<file path="config.mk">
export PLATFORM = sky130hd
export DESIGN_NAME = csr_access_ctrl_flat
export DESIGN_NICKNAME = d
export VERILOG_FILES = /design/src/rtl/csr_access_ctrl_if.sv /design/src/rtl/csr_access_ctrl.sv /design/src/flat_wrapper.sv
export SDC_FILE = /design/constraint.sdc
export NUM_CORES = 1
export LEC_CHECK = 0
export ABC_AREA = 1
export CAP_MARGIN = 20
export CELL_PAD_IN_SITES_DETAIL_PLACEMENT = 1
export CELL_PAD_IN_SITES_GLOBAL_PLACEMENT = 1
export CORE_UTILIZATION = 32
export CTS_CLUSTER_DIAMETER = 150
export DETAILED_ROUTE_END_ITERATION = 10
export HOLD_SLACK_MARGIN = 0.02
export PLACE_DENSITY = 0.92
export SLEW_MARGIN = 10
export SYNTH_ARGS = -nofsm -noshare
export SYNTH_HDL_FRONTEND = slang
export SYNTH_SLANG_ARGS = --single-unit
</file>
<file path="constraint.sdc">
create_clock -name clk -period 2.55 [get_ports clk]
set_input_delay 0.51 -clock clk [delete_from_list [all_inputs] [get_ports clk]]
set_output_delay 0.51 -clock clk [all_outputs]
set_load 0.02 [all_outputs]
</file>
<file path="src/rtl/csr_access_ctrl_if.sv">
// Bundles the pipeline request/response signals and the CSR file port of csr_access_ctrl.
// master = requesters plus CSR file (environment side), slave = the controller.
interface csr_access_ctrl_if #(
    parameter int XLEN = 64
);
    logic            inst_req;
    logic [11:0]     inst_addr;
    logic [2:0]      inst_op;
    logic [XLEN-1:0] inst_src;
    logic            inst_src_zero;
    logic            inst_done;
    logic            inst_illegal;
    logic [XLEN-1:0] inst_rdata;

    logic            trap_req;
    logic [XLEN-1:0] trap_epc;
    logic [XLEN-1:0] trap_cause;
    logic [XLEN-1:0] trap_tval;
    logic            trap_done;
    logic [XLEN-1:0] trap_vec;

    logic            csr_ren;
    logic [11:0]     csr_raddr;
    logic [XLEN-1:0] csr_rdata;
    logic            csr_we;
    logic [11:0]     csr_waddr;
    logic [XLEN-1:0] csr_wdata;

    logic            busy;

    modport master (
        output inst_req, inst_addr, inst_op, inst_src, inst_src_zero,
        input  inst_done, inst_illegal, inst_rdata,
        output trap_req, trap_epc, trap_cause, trap_tval,
        input  trap_done, trap_vec,
        input  csr_ren, csr_raddr, csr_we, csr_waddr, csr_wdata,
        output csr_rdata,
        input  busy
    );

    modport slave (
        input  inst_req, inst_addr, inst_op, inst_src, inst_src_zero,
        output inst_done, inst_illegal, inst_rdata,
        input  trap_req, trap_epc, trap_cause, trap_tval,
        output trap_done, trap_vec,
        output csr_ren, csr_raddr, csr_we, csr_waddr, csr_wdata,
        input  csr_rdata,
        output busy
    );
endinterface

</file>
<file path="src/rtl/csr_access_ctrl.sv">
// Sequences CSR instruction read-modify-writes and trap-entry updates over a single
// synchronous-read CSR port; traps win arbitration in IDLE, nothing is preempted.
module csr_access_ctrl #(
    parameter int          XLEN        = 64,
    parameter logic [11:0] ADDR_MTVEC  = 12'h305,
    parameter logic [11:0] ADDR_MEPC   = 12'h341,
    parameter logic [11:0] ADDR_MCAUSE = 12'h342,
    parameter logic [11:0] ADDR_MTVAL  = 12'h343
) (
    input logic          clk,
    input logic          rstn,
    csr_access_ctrl_if.slave bus
);

    typedef enum logic [2:0] {
        IDLE, I_RD, I_WB, T_EPC, T_CAUSE, T_TVAL, T_VRD, T_VWB
    } state_e;

    state_e          state_q, state_d;
    logic [11:0]     addr_q, addr_d;
    logic [2:0]      op_q, op_d;
    logic [XLEN-1:0] src_q, src_d;
    logic            src_zero_q, src_zero_d;
    logic [XLEN-1:0] cause_q, cause_d;
    logic [XLEN-1:0] tval_q, tval_d;
    logic            ren_q, ren_d;
    logic [11:0]     raddr_q, raddr_d;
    logic            we_q, we_d;
    logic [11:0]     waddr_q, waddr_d;
    logic [XLEN-1:0] wdata_q, wdata_d;
    logic            inst_done_q, inst_done_d;
    logic            illegal_q, illegal_d;
    logic            trap_done_q, trap_done_d;

    logic [XLEN-1:0] new_val;
    logic [XLEN-1:0] vec_base;
    logic [XLEN-1:0] trap_vec_c;

    // csr_rdata is only valid in the write-back cycles, so the data-dependent results are combinational
    always_comb begin
        new_val = src_q;
        case (op_q)
            3'b010, 3'b101: new_val = bus.csr_rdata | src_q;
            3'b011, 3'b110: new_val = bus.csr_rdata & ~src_q;
            default:        new_val = src_q;
        endcase
        vec_base   = {bus.csr_rdata[XLEN-1:2], 2'b00};
        trap_vec_c = vec_base;
        if (bus.csr_rdata[1:0] == 2'b01 && cause_q[XLEN-1])
            trap_vec_c = vec_base + {{(XLEN-8){1'b0}}, cause_q[5:0], 2'b00};
    end

    always_comb begin
        state_d     = state_q;
        addr_d      = addr_q;
        op_d        = op_q;
        src_d       = src_q;
        src_zero_d  = src_zero_q;
        cause_d     = cause_q;
        tval_d      = tval_q;
        ren_d       = 1'b0;
        raddr_d     = '0;
        we_d        = 1'b0;
        waddr_d     = '0;
        wdata_d     = '0;
        inst_done_d = 1'b0;
        illegal_d   = 1'b0;
        trap_done_d = 1'b0;

        case (state_q)
            IDLE: begin
                // The requester is still high during an illegal-op done pulse; don't re-accept it
                if (!illegal_q) begin
                    if (bus.trap_req) begin
                        cause_d = bus.trap_cause;
                        tval_d  = bus.trap_tval;
                        state_d = T_EPC;
                        we_d    = 1'b1;
                        waddr_d = ADDR_MEPC;
                        wdata_d = bus.trap_epc & ~XLEN'(3);
                    end else if (bus.inst_req) begin
                        addr_d     = bus.inst_addr;
                        op_d       = bus.inst_op;
                        src_d      = bus.inst_src;
                        src_zero_d = bus.inst_src_zero;
                        if (bus.inst_op == 3'b000 || bus.inst_op == 3'b111) begin
                            inst_done_d = 1'b1;
                            illegal_d   = 1'b1;
                        end else begin
                            state_d = I_RD;
                            ren_d   = 1'b1;
                            raddr_d = bus.inst_addr;
                        end
                    end
                end
            end
            I_RD: begin
                state_d     = I_WB;
                inst_done_d = 1'b1;
                we_d        = !(src_zero_q && op_q != 3'b001 && op_q != 3'b100);
                waddr_d     = addr_q;
            end
            T_EPC: begin
                state_d = T_CAUSE;
                we_d    = 1'b1;
                waddr_d = ADDR_MCAUSE;
                wdata_d = cause_q;
            end
            T_CAUSE: begin
                state_d = T_TVAL;
                we_d    = 1'b1;
                waddr_d = ADDR_MTVAL;
                wdata_d = tval_q;
            end
            T_TVAL: begin
                state_d = T_VRD;
                ren_d   = 1'b1;
                raddr_d = ADDR_MTVEC;
            end
            T_VRD: begin
                state_d     = T_VWB;
                trap_done_d = 1'b1;
            end
            default: state_d = IDLE;
        endcase
    end

    always_ff @(posedge clk or negedge rstn) begin
        if (!rstn) begin
            state_q     <= IDLE;
            addr_q      <= '0;
            op_q        <= '0;
            src_q       <= '0;
            src_zero_q  <= 1'b0;
            cause_q     <= '0;
            tval_q      <= '0;
            ren_q       <= 1'b0;
            raddr_q     <= '0;
            we_q        <= 1'b0;
            waddr_q     <= '0;
            wdata_q     <= '0;
            inst_done_q <= 1'b0;
            illegal_q   <= 1'b0;
            trap_done_q <= 1'b0;
        end else begin
            state_q     <= state_d;
            addr_q      <= addr_d;
            op_q        <= op_d;
            src_q       <= src_d;
            src_zero_q  <= src_zero_d;
            cause_q     <= cause_d;
            tval_q      <= tval_d;
            ren_q       <= ren_d;
            raddr_q     <= raddr_d;
            we_q        <= we_d;
            waddr_q     <= waddr_d;
            wdata_q     <= wdata_d;
            inst_done_q <= inst_done_d;
            illegal_q   <= illegal_d;
            trap_done_q <= trap_done_d;
        end
    end

    assign bus.inst_done    = inst_done_q;
    assign bus.inst_illegal = illegal_q;
    assign bus.inst_rdata   = (state_q == I_WB) ? bus.csr_rdata : '0;
    assign bus.trap_done    = trap_done_q;
    assign bus.trap_vec     = (state_q == T_VWB) ? trap_vec_c : '0;
    assign bus.csr_ren      = ren_q;
    assign bus.csr_raddr    = raddr_q;
    assign bus.csr_we       = we_q;
    assign bus.csr_waddr    = waddr_q;
    assign bus.csr_wdata    = (state_q == I_WB && we_q) ? new_val : wdata_q;
    assign bus.busy         = (state_q != IDLE);

endmodule

</file>
<file path="src/flat_wrapper.sv">
// flat-port wrapper written by rule: the top's interface ports become plain ports
module csr_access_ctrl_flat 
#(
    parameter int          XLEN        = 64,
    parameter logic [11:0] ADDR_MTVEC  = 12'h305,
    parameter logic [11:0] ADDR_MEPC   = 12'h341,
    parameter logic [11:0] ADDR_MCAUSE = 12'h342,
    parameter logic [11:0] ADDR_MTVAL  = 12'h343
)
  (clk, rstn, bus_inst_req, bus_inst_addr, bus_inst_op, bus_inst_src, bus_inst_src_zero, bus_inst_done, bus_inst_illegal, bus_inst_rdata, bus_trap_req, bus_trap_epc, bus_trap_cause, bus_trap_tval, bus_trap_done, bus_trap_vec, bus_csr_ren, bus_csr_raddr, bus_csr_we, bus_csr_waddr, bus_csr_wdata, bus_csr_rdata, bus_busy);
  csr_access_ctrl_if #(.XLEN(XLEN)) bus_i ();
  input logic clk;
  input logic rstn;
  input wire logic [$bits(bus_i.inst_req)-1:0] bus_inst_req;
  input wire logic [$bits(bus_i.inst_addr)-1:0] bus_inst_addr;
  input wire logic [$bits(bus_i.inst_op)-1:0] bus_inst_op;
  input wire logic [$bits(bus_i.inst_src)-1:0] bus_inst_src;
  input wire logic [$bits(bus_i.inst_src_zero)-1:0] bus_inst_src_zero;
  output wire logic [$bits(bus_i.inst_done)-1:0] bus_inst_done;
  output wire logic [$bits(bus_i.inst_illegal)-1:0] bus_inst_illegal;
  output wire logic [$bits(bus_i.inst_rdata)-1:0] bus_inst_rdata;
  input wire logic [$bits(bus_i.trap_req)-1:0] bus_trap_req;
  input wire logic [$bits(bus_i.trap_epc)-1:0] bus_trap_epc;
  input wire logic [$bits(bus_i.trap_cause)-1:0] bus_trap_cause;
  input wire logic [$bits(bus_i.trap_tval)-1:0] bus_trap_tval;
  output wire logic [$bits(bus_i.trap_done)-1:0] bus_trap_done;
  output wire logic [$bits(bus_i.trap_vec)-1:0] bus_trap_vec;
  output wire logic [$bits(bus_i.csr_ren)-1:0] bus_csr_ren;
  output wire logic [$bits(bus_i.csr_raddr)-1:0] bus_csr_raddr;
  output wire logic [$bits(bus_i.csr_we)-1:0] bus_csr_we;
  output wire logic [$bits(bus_i.csr_waddr)-1:0] bus_csr_waddr;
  output wire logic [$bits(bus_i.csr_wdata)-1:0] bus_csr_wdata;
  input wire logic [$bits(bus_i.csr_rdata)-1:0] bus_csr_rdata;
  output wire logic [$bits(bus_i.busy)-1:0] bus_busy;
  assign bus_i.inst_req = bus_inst_req;
  assign bus_i.inst_addr = bus_inst_addr;
  assign bus_i.inst_op = bus_inst_op;
  assign bus_i.inst_src = bus_inst_src;
  assign bus_i.inst_src_zero = bus_inst_src_zero;
  assign bus_inst_done = bus_i.inst_done;
  assign bus_inst_illegal = bus_i.inst_illegal;
  assign bus_inst_rdata = bus_i.inst_rdata;
  assign bus_i.trap_req = bus_trap_req;
  assign bus_i.trap_epc = bus_trap_epc;
  assign bus_i.trap_cause = bus_trap_cause;
  assign bus_i.trap_tval = bus_trap_tval;
  assign bus_trap_done = bus_i.trap_done;
  assign bus_trap_vec = bus_i.trap_vec;
  assign bus_csr_ren = bus_i.csr_ren;
  assign bus_csr_raddr = bus_i.csr_raddr;
  assign bus_csr_we = bus_i.csr_we;
  assign bus_csr_waddr = bus_i.csr_waddr;
  assign bus_csr_wdata = bus_i.csr_wdata;
  assign bus_i.csr_rdata = bus_csr_rdata;
  assign bus_busy = bus_i.busy;
  csr_access_ctrl #(.XLEN(XLEN), .ADDR_MTVEC(ADDR_MTVEC), .ADDR_MEPC(ADDR_MEPC), .ADDR_MCAUSE(ADDR_MCAUSE), .ADDR_MTVAL(ADDR_MTVAL)) u_core (.clk(clk), .rstn(rstn), .bus(bus_i));
endmodule
</file>
==> results of run 1 <==
[synth_stat cells, types with 4 or more instances]
master and count:
a21oi_1 34, buf_1 8, buf_2 49, buf_4 8
clkbuf_1 59, dfrtp_1 304, ha_1 6, inv_1 206
inv_2 4, nand2_1 918, nand2_2 6, nand3_1 169
nand4_1 17, nor2_1 203, nor2_2 10, nor2_4 4
nor3_1 14, o21ai_0 175, o311ai_0 31, o311ai_1 33
xor2_1 13
[state kept, by name (all words and copies together) (netlist names)]
signal / cells
u_core.bus.csr_waddr: 12
u_core.bus.trap_done: 1
u_core.op_q: 3
u_core.src_q: 64
u_core.tval_q: 64
u_core.bus.csr_raddr: 12
u_core.bus.csr_ren: 1
u_core.addr_q: 12
u_core.wdata_q: 64
u_core.src_zero_q: 1
u_core.bus.csr_we: 1
u_core.bus.inst_illegal: 1
u_core.state_q: 3
u_core.bus.inst_done: 1
u_core.cause_q: 64
[cell families after synthesis]
family | after synthesis | synth area share [%]
and+or+nand+nor | 1356 | 33.5
buffers and inverters | 336 | 8.24
DFF | 304 | 46.3
AOI/OAI and AO/OA | 288 | 10.5
xor gates and xnor gates | 16 | 0.899
adders and majority gates | 7 | 0.579
other | 1 | 0.0228
[critical path: stages, from the launching register on]
cell	delay [ns]
dfrtp_2	0.48
ha_4	0.36
buf_12	0.12
nand2_1	0.10
nor2_4	0.17
nand3_4	0.10
nand3_4	0.12
buf_4	0.12
nand4_1	0.17
o21bai_1	0.26
nand2_1	0.14
nor2_2	0.17
buf_6	0.14
[area by class of cell]
class                      instances  share of cell area [%]
tap                              672                    2.76
inverter                         212                    2.67
clock buffer                      50                    3.36
antenna                           30                   0.247
clock inverter                    12                   0.497
multi-input combinational       1671                    33.4
sequential                       304                    25.0
timing repair buffer             982                    32.1
[per-layer routing]
metal | vias to the layer above | track usage, %
li1 | 9157 | -
met1 | 11100 | 44.1
met2 | 1642 | 65.7
met3 | 658 | 7.77
met4 | 8 | 26.2
met5 | - | 0
[stage by stage]
stage               TNS, ns  power, uW
finish               -64.02      35500
global route         -69.86      36500
CTS                  -55.58      32000
detailed placement  -101.63      21300
global placement     -96.41      20400
floorplan                 0      14200
[repair_timing]
action                                  4_1_cts  5_1_grt
endpoints found under the setup margin      190      151
buffers inserted                             82       46
hold endpoints to repair                     54        0
cloned                                       11        2
pin swaps                                    88       95
hold buffers                                  1        0
resized for setup                          1277      308
[path summary, 6_finish.rpt]
kind	from	slack, ns	endpoint
setup / recovery	u_core.cause_q[2]	-0.96	bus_trap_vec[51]
hold / removal	rstn	0.48	u_core.wdata_q[11]
setup reg to reg	u_core.state_q[1]	-0.18	u_core.cause_q[44]
hold reg to reg	u_core.cause_q[25]	0.48	u_core.cause_q[25]
max in group asynchronous	rstn	1.25	u_core.cause_q[0]
min in group clk	u_core.cause_q[25]	0.48	u_core.cause_q[25]
[power breakdown]
part / switching, uW / internal (uW) / total [uW]
clock: 2300 / 3110 / 5410
sequential: 2240 / 6940 / 9180
combinational: 12100 / 8830 / 20900
total: 16600 / 18900 / 35500
==> impl_results.md, run 1 <==
* Max-slew violations at 0
* Async set or reset register ratio after synthesis at 100%
* Wire length on met3 at 10.4 mm
* Max cap viols at 0
* Final setup viols at 144
* Hold Worst Slack at 0.480 ns
* Grt ovf at 0
* WL met1 at 39.4 mm
* Multi-input gate area at 10200 sq um
* Worst-margin pin slew at 0.925 ns
* Drt drc at 0
* CTS tree: built
* Initial core utilization at 32.6%
* Routed via count at 22.6k
* Mapped cell area at 16400 sq um
* Commonest non-fill, non-tap cells in the layout: 876 x nand2_1, 345 x clkdlybuf4s50_1, 334 x buf_4, 294 x dfrtp_1, 189 x inv_1
* Top_reg_cell synth: dfrtp_1
* Die H at 229 um
* Avg Cell Area, Syn at 7.11 sq um
* Global-route wire length before repair at 152 mm
* Pwr dens at 1170 nW/um^2
* Top cell type's share of synthesized area at 46.3%
* Post-route insts no fill at 3933
* DRT iter0 DRCs at 2040
* Dpl ws at -1.31 ns
* Largest net degree at the start of global routing at 97
* Die area at 52200 sq um
* Status: finished, violations left
* Rel. slew slack at 38.4%
* Skew final at 0.0204 ns
* Via density per instance at 5.74
* Reg area at 7620 sq um
* Startpoint Class: register
* RSZ-0062 raised after global routing: true
* Max layer used: met5
* Total CTS buffers at 35
* Post-Syn Instances at 2308
* Sequential-to-total area share from yosys stat at 46.3%
* Area contributors post-synth: dfrtp_1 46%, nand2_1 21%, o21ai_0 5.3%, nand3_1 5.2%, inv_1 4.7%
* Final worst slack at -0.963 ns
* Gpl congestion at 0.991
* Required @ worst endpoint at 2.04 ns
* # rows at 82
* Gr usage total at 38.8%
* Final Critical Period at 3.51 ns
* P_leak at 0.0147 uW
* WP data arrival at 3.00 ns
* Placed cell area at 25000 sq um
* Most common cell after layout, fill and taps aside: nand2_1
* R2r worst-path depth at 11
* Final hold viol count at 0
* Yosys cell types at 44
* CP Capture Type: primary output
* Violated checks: negative setup slack
* Port Buffers at 557
* Layout cells sized above 1 at 30.8%
* CTS sink cnt at 304
* Initial antenna violation count at 30
* DIE WIDTH at 229 um
* Met2 Wirelength at 53.4 mm
* Yosys warnings at 0
* DP Cell Count at 3731
* DR WL/cell at 28.9 um
* Worst vdd ir at 0.687 mV
* Fin area at 30500 sq um
* Cell taking the most area after synthesis: dfrtp_1
* Final net count at 3553
* CTS max path bufs at 3
* Ports at 562
* Hold crit path type: primary input to async pin
* EDFF count, synth at 0
* Vias in the first global route at 23.6k
* Area growth, synth to finish at 85.5%
* Period utilization at 138%
* Worst skew pair latency at 0.56 ns
* Critical Path Fanout Max at 5
* Drt first pass iters at 5
* Reg clk slew, reported paths at 0.07 ns
* Antenna Nets Post-Route at 0
* Crit path kind: register to primary output
* CORE AREA at 50400 sq um
* Final wirelength at 114 mm
* Root Driver: clkbuf_16
* Util after Layout at 60.5%
* Fill count at 5767
* F_max at 285 MHz
* Synth Register Bits at 304
* H-tree Lvls at 2
* DP HPWL at 69.2 mm
No activity file was read; power rests on OpenSTA's default activity.
==> run 2, diff against run 1 <==
- SETUP_SLACK_MARGIN: default -> 0.5
==> run 2 against run 1 <==
Effect of this change: the flow still finishes with violations (negative setup slack); clock skew is 0.032 ns higher; setup slack worse by 0.36 ns; global-route usage grew 5.0 points; combinational power grew 31%; sequential power up 6.3%; final cell count increased by 4.0%; total power is 20% higher; wire length is 49% higher; maximum frequency fell by 9.4%; utilization grew 7.7 points; hold slack barely moved; clock power up 5.0%; largest cell class is now buffers; largest power group unchanged.
==> impl_results.md, run 2 (same netlist as run 1, synthesis figures left out) <==
* Status: finished, violations left
* Violated checks: negative setup slack
* Grt ovf at 0 (unchanged)
* CP Capture Type: primary output
* RSZ-0062 raised after global routing: true
* Startpoint Class: register
* Rel. slew slack at 38.0% (-0.38 points)
* Port Buffers at 557 (unchanged)
* Via density per instance at 6.72 (+17%)
* Final net count at 3703 (+4.2%)
* Worst-margin pin slew at 0.921 ns (-0.00405 ns)
* Crit path kind: register to primary output
* Multi-input gate area at 11300 sq um (+11%)
* # rows at 82 (unchanged)
* Area growth, synth to finish at 109%
* Drt first pass iters at 7 (+2)
* Met2 Track Usage GR at 70.2% (+4.5 points)
* Drt drc at 0 (unchanged)
* Vias in the first global route at 24.8k (+5.2%)
* R2R Path Start: u_core.state_q[1]
* Final wirelength at 169 mm (+49%)
* Global-route met3 utilization at 12.9% (+5.2 points)
* Ports at 562 (unchanged)
* CORE AREA at 50400 sq um (unchanged)
* Die H at 229 um (unchanged)
* Hold Worst Slack at 0.481 ns (+0.000484 ns)
* DRT iter0 DRCs at 3558 (+74%)
* CTS max path bufs at 3 (unchanged)
* H-tree Lvls at 2 (unchanged)
* P_leak at 0.0161 uW (+9.5%)
* Reg area at 7620 sq um (about the same)
* Worst skew pair latency at 0.60 ns (+0.04 ns)
* Global-route wire length before repair at 168 mm (+11%)
* Pwr dens at 1250 nW/um^2 (+6.9%)
* Worst r2r dst: u_core.src_q[50]
* Busiest grt layer: met2
* DP HPWL at 69.1 mm (-0.22%)
* GRT met1 Usage at 48.5% (+4.4 points)
* Final hold viol count at 0 (unchanged)
* Final Critical Period at 3.88 ns (+0.363 ns)
* Die area at 52200 sq um (unchanged)
* Final setup viols at 195 (+35%)
* WP data arrival at 3.37 ns (+0.37 ns)
* Total CTS buffers at 35 (unchanged)
* DR WL/cell at 41.3 um (+43%)
* Fill count at 5448 (-5.5%)
* Worst vdd ir at 0.857 mV (+25%)
* Max-slew violations at 0 (unchanged)
* Commonest non-fill, non-tap cells in the layout: 830 x nand2_1, 329 x clkdlybuf4s50_1, 313 x buf_4, 310 x buf_6, 296 x dfrtp_1
* Gr usage total at 43.7% (+5.0 points)
* Reg clk slew, reported paths at 0.09 ns (+0.02 ns)
* CTS sink cnt at 304 (unchanged)
* Layout cells sized above 1 at 41.0% (+10 points)
* Antenna Nets Post-Route at 0 (unchanged)
* Most common cell after layout, fill and taps aside: nand2_1
* Root Driver: clkbuf_16
* Hold crit path type: primary input to async pin
* CTS tree: built
* Max cap viols at 0 (unchanged)
* F_max at 258 MHz (-9.4%)
* Period utilization at 152% (+14 points)
* Required @ worst endpoint at 2.04 ns (about the same)
* Initial core utilization at 32.6% (unchanged)
* Routed via count at 27.5k (+22%)
* R2r worst-path depth at 12 (+1)
* Final worst slack at -1.33 ns (-0.363 ns)
* DIE WIDTH at 229 um (unchanged)
* Gpl congestion at 0.998 (+0.69%)
* Final setup TNS at -136.36 ns (-72.34 ns)
* Worst R2R Setup Slack at -0.27 ns (-0.09 ns)
* Skew final at 0.0529 ns (+0.0325 ns)
* Initial antenna violation count at 37 (+23%)
* Critical Path Fanout Max at 6 (+1)
* Largest net degree at the start of global routing at 82 (-15%)
[run 2: changes by cell type in the layout (fill, tap and decap cells not counted), sizes merged]
cell / change
xor2: -2
clkdlybuf4s15: -9
inv: -3
clkbuf: -3
dlygate4sd2: -19
bufbuf: +1
clkinvlp: +1
clkdlybuf4s50: -16
diode: +7
buf: +198
dlymetal6s2s: -5
clkinv: +6
[run 2: layout make-up]
type | instances | area share, %
tap | 672 | 2.45
multi-input combinational | 1669 | 32.9
antenna | 37 | 0.270
clock buffer | 45 | 2.84
sequential | 304 | 22.2
inverter | 212 | 2.43
timing repair buffer | 1134 | 36.4
clock inverter | 16 | 0.503
[run 2: repair_timing]
item,in CTS,in global routing
hold endpoints to repair,60,0
resized for setup,1556,639
hold buffers,1,0
buffers inserted,97,120
endpoints found under the setup margin,327,416
cloned,26,16
pin swaps,80,136
[run 2: power by group]
part           leakage [uW]  switching, uW  internal (uW)  total, uW
Clock              0.000571           2660           3030       5680
Sequential          0.00388           2830           6930       9760
Combinational        0.0116          16200          11100      27300
Total                0.0161          21700          21100      42800
[run 2: routing by layer]
layer,share of wire (%),up-vias
met5,0.65,-
met1,30,13000
met3,16,1672
met4,14,39
li1,-,9493
met2,40,3253
[run 2: critical path: stages (launching register included)]
cell	delay, ns
dfrtp_1	0.46
nand2_2	0.22
nor2_4	0.19
buf_12	0.15
buf_4	0.13
nand3_1	0.48
nor2_1	0.49
nand2_4	0.11
nor2_2	0.13
nand3_1	0.11
nand2_2	0.11
nor2_4	0.05
buf_6	0.13
[run 2: how the worst max path moves through the flow]
stage / start / end / slack (ns) / cells after the start
after floorplan: bus_csr_rdata[2] / bus_trap_vec[46] / 0.1 / 10
after global placement: bus_csr_rdata[2] / bus_trap_vec[54] / -1.17 / 15
after detailed placement: bus_csr_rdata[2] / bus_trap_vec[54] / -1.24 / 15
after CTS: u_core.cause_q[0] / bus_trap_vec[54] / -0.65 / 14
after global routing: u_core.cause_q[63] / bus_trap_vec[52] / -1.27 / 12
final: u_core.cause_q[63] / bus_trap_vec[52] / -1.33 / 12
[run 2: per-stage QoR]
stage	setup WS (ns)	std cells	area [sq um]	total power (uW)	utilization [%]
floorplan	0.0979	2309	17000	14500	-
global placement	-1.17	3731	25600	20700	50.8
detailed placement	-1.24	3731	25600	21600	50.8
CTS	-0.647	3916	30100	31100	59.8
global route	-1.27	4079	34300	42700	68.1
finish	-1.33	4089	34300	42800	68.1
